## src/rtl/cpu_dma_arbiter.sv

```systemverilog
// Page DMA engine and core/DMA bus arbiter.
// Stalls the 6502 core while it copies a page to a fixed port.
module cpu_dma_arbiter #(
  parameter logic [15:0] TRIG_ADDR = 16'h4014,
  parameter logic [15:0] DEST_ADDR = 16'h2004,
  parameter int unsigned LEN       = 256
) (
  input  logic        clk,
  input  logic        reset,
  input  logic [15:0] cpu_address,
  input  logic        cpu_write,
  input  logic [7:0]  cpu_data_o,
  output logic [7:0]  cpu_data_i,
  output logic        cpu_ready,
  output logic [15:0] mem_address,
  output logic        mem_write,
  output logic [7:0]  mem_wdata,
  input  logic [7:0]  mem_rdata,
  output logic        dma_busy
);

  typedef enum logic [1:0] {
    IDLE,
    HALT,
    READ,
    WRITE
  } state_t;

  // LEN=256 wraps to 8'hFF, so the source never leaves the page
  localparam logic [7:0] LAST_IDX = 8'(LEN - 1);

  state_t     state_q, state_d;
  logic [7:0] idx_q, idx_d;
  logic [7:0] page_q, page_d;
  logic [7:0] buf_q, buf_d;
  logic       trig;

  assign trig       = cpu_write && (cpu_address == TRIG_ADDR);
  assign cpu_data_i = mem_rdata;
  assign cpu_ready  = (state_q == IDLE);
  assign dma_busy   = (state_q != IDLE);

  // State and transfer registers; reset drops any transfer in flight
  always_ff @(posedge clk) begin
    if (reset) begin
      state_q <= IDLE;
      idx_q   <= '0;
      page_q  <= '0;
      buf_q   <= '0;
    end else begin
      state_q <= state_d;
      idx_q   <= idx_d;
      page_q  <= page_d;
      buf_q   <= buf_d;
    end
  end

  // Next state and bus mux: core owns the bus in IDLE/HALT, DMA otherwise
  always_comb begin
    state_d     = state_q;
    idx_d       = idx_q;
    page_d      = page_q;
    buf_d       = buf_q;
    mem_address = cpu_address;
    mem_write   = cpu_write;
    mem_wdata   = cpu_data_o;
    unique case (state_q)
      IDLE: begin
        if (trig) begin
          page_d  = cpu_data_o;
          idx_d   = '0;
          state_d = HALT;
        end
      end
      HALT: begin
        // core writes cannot be stalled, wait for a read cycle
        if (!cpu_write) begin
          state_d = READ;
        end
      end
      READ: begin
        mem_address = {page_q, idx_q};
        mem_write   = 1'b0;
        buf_d       = mem_rdata;
        state_d     = WRITE;
      end
      WRITE: begin
        mem_address = DEST_ADDR;
        mem_write   = 1'b1;
        mem_wdata   = buf_q;
        if (idx_q == LAST_IDX) begin
          state_d = IDLE;
        end else begin
          idx_d   = idx_q + 8'd1;
          state_d = READ;
        end
      end
    endcase
  end

endmodule

```

## config.mk

```make
export PLATFORM = sky130hd
export DESIGN_NAME = cpu_dma_arbiter
export DESIGN_NICKNAME = d
export VERILOG_FILES = /design/src/rtl/cpu_dma_arbiter.sv
export SDC_FILE = /design/constraint.sdc
export NUM_CORES = 1
export LEC_CHECK = 0
export CORE_ASPECT_RATIO = 1.75
export CORE_MARGIN = 2
export CORE_UTILIZATION = 39
export CTS_CLUSTER_SIZE = 8
export DETAILED_ROUTE_END_ITERATION = 10
export PLACE_DENSITY = 0.77
export SLEW_MARGIN = 40
export SYNTH_ARGS = -nofsm -noshare
export SYNTH_HDL_FRONTEND = slang
export SYNTH_SLANG_ARGS = --single-unit
```

## constraint.sdc

```tcl
create_clock -name clk -period 1.46 [get_ports clk]
set_input_delay 0.438 -clock clk [delete_from_list [all_inputs] [get_ports clk]]
set_output_delay 0.438 -clock clk [all_outputs]
set_load 0.005 [all_outputs]
```

* Word level (Yosys, flattened, before mapping) *
Cells that the tools add are included.

word-level totals
  register bits after elaboration = 26
  input bits = 35
  logic and storage cells = 30

cells by class
  $add $sub $neg = 1
  eq/ne operators = 8
  mux-type cells = 10
  reduce and logical (&&, ||, !) cells = 7

operator list
  operator                number
  $pmux W16 S2            1
  $mux W8                 3
  $eq A16 B15 Y1 const B  1
  $pmux W8 S2             1
  $add A8 B1 Y8 const B   1
  $eq A8 B8 Y1 const B    1
  $pmux W2 S4             1
  $mux W2                 3
  $eq A2 B2 Y1 const B    2
  $ne A2 B2 Y1 const B    2
  $reduce_and A2 Y1       2
  $reduce_bool A2 Y1      2
  $reduce_and A3 Y1       1
  $eq A2 B1 Y1 const B    1
  $logic_not A2 Y1        1
  $ne A2 B1 Y1 const B    1
  $pmux W1 S2             1
  $logic_and A1 B1 Y1     1

* Logic depth before layout (Yosys ltp) *
  word-level depth = 4
  depth in mapped cells = 6
  depth with buffers taken out = 5

* Worst setup path after synthesis *
OpenSTA, ideal clock, no wires.

  kind = flip-flop to output port
  start point = reg state_q[1]
  end point = out mem_address[13]
  arrival time = 1123 ps
  path slack = -101 ps
  cell stages (with the launch flop) = 6
  path buffers = 3
  cell sequence = dfxtp_1 buf_2 buf_2 buf_4 nor2_1 a21oi_1

between the ends
  word-level cells in the longest chain between the ends = 2
  elaborated cells between the ends (all ways) = 3

RTL lines
  item                    RTL line  text
  from (decl)             32        state_t state_q, state_d;
  from (signal assigned)  51        state_q <= state_d;
  $eq A2 B2 Y1            67        unique case (state_q)
  $pmux W16 S2 *          67
  to (decl)               15        output logic [15:0] mem_address,

Every way passes the cells marked *; elsewhere a longest branch is shown, timed or not.

* Final worst setup path *
  start point = reg state_q[0]
  end point = out mem_address[4]

Same word-level chain as after synthesis.

==> qor.yml <==
run_status:
  outcome: "finished with violations"
  violations: "negative setup slack"
pwr:
  power.density_mw_per_mm2: 530.2
  power_switching_uw: 379.3
  combPwrFrac_pct: 20.2
  intPower_uw: 1285
  seqPwrFrac_pct: 42.4
  total_power_uw: 1665
  p_leak_uw: 0.001340
  ir_drop_v: 0.0006867
  sw_frac_of_total_pct: 22.79
  clockPowerShare_pct: 37.5
sta:
  skew_ns: 0.007436
  setup_viol: 44
  min_period_ns: 1.812
  fin_hold_ws_ns: 0.4607
  worst_pin_slew_ns: 0.3937
  period_share_pct: 124.1
  relSlewSlack_pct: 73.75
  rsz0062_at_grt: "yes"
  drv_slew: 0
  max_freq_mhz: 552.0
  hold_violations: 0
  finalWorstSetupSlack_ns: -0.3517
die:
  row_count: 31
  die_w_um: 53.62
  core_area_mm2: 0.004150
  pin_count: 70
  start_util_pct: 40.49
  die_area_mm2: 0.004871
  die_h_um: 90.84
logic_synthesis:
  syn_area_mm2: 0.001680
  ys_seq_area_share_pct: 30.98
  synth_cell_types: 44
  netlist_instances: 205
  synth-seq-cells: 26
  synth.net_count: 241
  syn_avg_cell_area_um2: 8.197
  yosysWarnings: 0
detailed_routing:
  wl_met2_mm: 3.939
  vias_per_cell: 5.775
  routedLengthMet1_mm: 2.408
  drtPass1Iterations: 5
  drt-total-wl_mm: 6.972
  ant_nets: 0
  wl_per_cell_um: 18.64
  drt-initial-drc-count: 72
  drc: 0
  routed-wl-met3_um: 379
  maxUsedRoutingLayer: "met4"
  num_vias: 2160
finish:
  finalNetCount: 362
  drive_gt1_share_pct: 54.15
  utilization_pct: 75.64
  antennaDiodeCount: 0
  final_cell_mix: "buf_4, buf_6, dfxtp_1, buf_2"
  num-fill-cells: 286
  final_common_cell: "buf_4"
  layout-area-overhead-vs-synth_pct: 86.82
  stdcell_count: 374
cts:
  cts_max_path_buffers: 2
  cts_root_buf: "clkbuf_8"
  htreeDepth: 1
  clkTransAtPathRegs_ns: 0.10
  cts-hold-fix-buffers: 0
  clock_latency_ns: 0.28
  numCtsBuffers: 3
  cts_sinks: 26
  cts_tree: "yes"
setup_path:
  crit_fanout: 5
  cp-end-kind: "primary output"
  cp.required_ns: 1.02
  rrSetupSlack_ns: -0.25
  cp_slowest_stage_delay_ns: 0.39
  critPathArrivalTime_ns: 1.37
  cp_cell_sequence: "buf_6 -> clkinvlp_4 -> buf_6 -> a31o_2 -> buf_6"
  startpoint_type: "flop"
  crit_path_frequent_cell: "buf_6"
  path_class: "reg2out"
  slowest_stage: "dfxtp_4"
place:
  place.gp.congestion: 0.8248
  io_buffers: 69
  dpl.hpwl_mm: 4.153
  dp_slack_ns: -0.6722
  placedCellCount: 349
global_routing:
  grt_pass1_wl_mm: 10.14
  grt_usage_pct: 28.55
  antenna_found_initial: 0
  first_global_vias: 2177
  grt_max_degree: 17
  grt-ovfl-total: 0
hold_path:
  min_path_type: "in2reg"
run:
  drv_cap: 0
-- logic make-up (layout without fill, tap and decap cells) --
family	count (synthesis)	count (layout)	share of synthesized area, %
DFF	26	26	30.98
xor gates and xnor gates	2	2	1.043
and+or+nand+nor	78	79	27.55
muxes	8	8	5.361
buffers and inverters	27	146	9.754
adders and majority gates	1	1	0.7445
AOI/OAI and AO/OA	63	63	24.57
-- cell usage after synthesis, drive strengths merged --
cell type / instances / area [µm²]
nor2: 8 / 40.04
xnor2: 1 / 8.760
xor2: 1 / 8.760
and3: 1 / 6.260
o211ai: 6 / 50.05
mux2: 8 / 90.09
o31ai: 1 / 7.510
o21a: 1 / 7.510
a31o: 13 / 113.9
nor4b: 1 / 23.77
buf: 20 / 137.6
clkbuf: 4 / 15.01
a211oi: 2 / 15.01
o221ai: 1 / 8.760
nand3b: 3 / 22.52
and4bb: 1 / 12.51
nand2: 22 / 85.09
nand2b: 1 / 6.260
a31oi: 3 / 18.77
ha: 1 / 12.51
dfxtp: 26 / 520.5
and2: 1 / 6.260
a21oi: 22 / 110.1
nand4: 12 / 81.33
or3: 3 / 18.77
or4: 2 / 15.01
nor2b: 15 / 93.84
inv: 3 / 11.26
nor4: 1 / 12.51
o21ai: 12 / 63.81
and4: 1 / 8.760
o32ai: 2 / 17.52
nand3: 5 / 25.02
nor3: 1 / 5.000
-- worst paths after layout --
kind | end | start | depth (start not counted)
hold / removal | buf_q[1]$_SDFFE_PP0P_ | mem_rdata[1] | 3
hold reg to reg | buf_q[4]$_SDFFE_PP0P_ | buf_q[4]$_SDFFE_PP0P_ | 2
setup reg to reg | idx_q[7]$_SDFFE_PP0P_ | state_q[1]$_SDFFE_PP0P_ | 7
setup / recovery | mem_address[4] | state_q[0]$_SDFFE_PP0P_ | 5
-- power by group through the flow --
stage / Sequential, µW / Combinational (µW) / Clock, µW
floorplan: 725 / 95.6 / 0
detailed placement: 725 / 339 / 0
CTS: 705 / 313 / 618
finish: 705 / 336 / 624
global route: 705 / 355 / 654
global placement: 725 / 335 / 0
-- critical path, delay by kind of cell, from the launching register on --
kind                   cells  cell delay, ns
AO/OA/AOI/OAI              1            0.21
buffers and inverters      4            0.49
flip-flops                 1            0.39
-- area by class of cell --
class / count / area [µm²] / share of cell area (%)
Timing Repair Buffer: 139 / 1229 / 39.14
Multi-Input combinational cell: 153 / 1235 / 39.34
Tap cell: 49 / 61.31 / 1.953
Clock buffer: 3 / 41.29 / 1.315
Clock inverter: 1 / 30.03 / 0.9566
Sequential cell: 26 / 528.0 / 16.82
Inverter: 3 / 15.01 / 0.4783
-- repair_timing --
action,4_1_cts,5_1_grt
setup buffers,14,1
endpoints found under the hold margin,0,0
pin swaps,19,13
endpoints found under the setup margin,53,54
gates resized for setup,230,39
gates cloned,6,0
-- per-layer routing --
metal	vias up	global-route usage, %
li1	993	-
met1	1043	28.95
met2	100	50.93
met3	24	3.974
met4	0	17.74
met5	-	0
-- flip-flops by register name (all words and copies together), names as in the netlist --
name	flops
page_q	8
state_q	2
buf_q	8
idx_q	8
-- per-stage QoR --
step	instance area, µm²	TNS (ns)
after floorplan	1700	0
after global placement	2669	-27.03
after detailed placement	2669	-27.68
after CTS	3017	-9.378
after global routing	3139	-12.53
final	3139	-10.81
(Power assumes the default switching activity.)
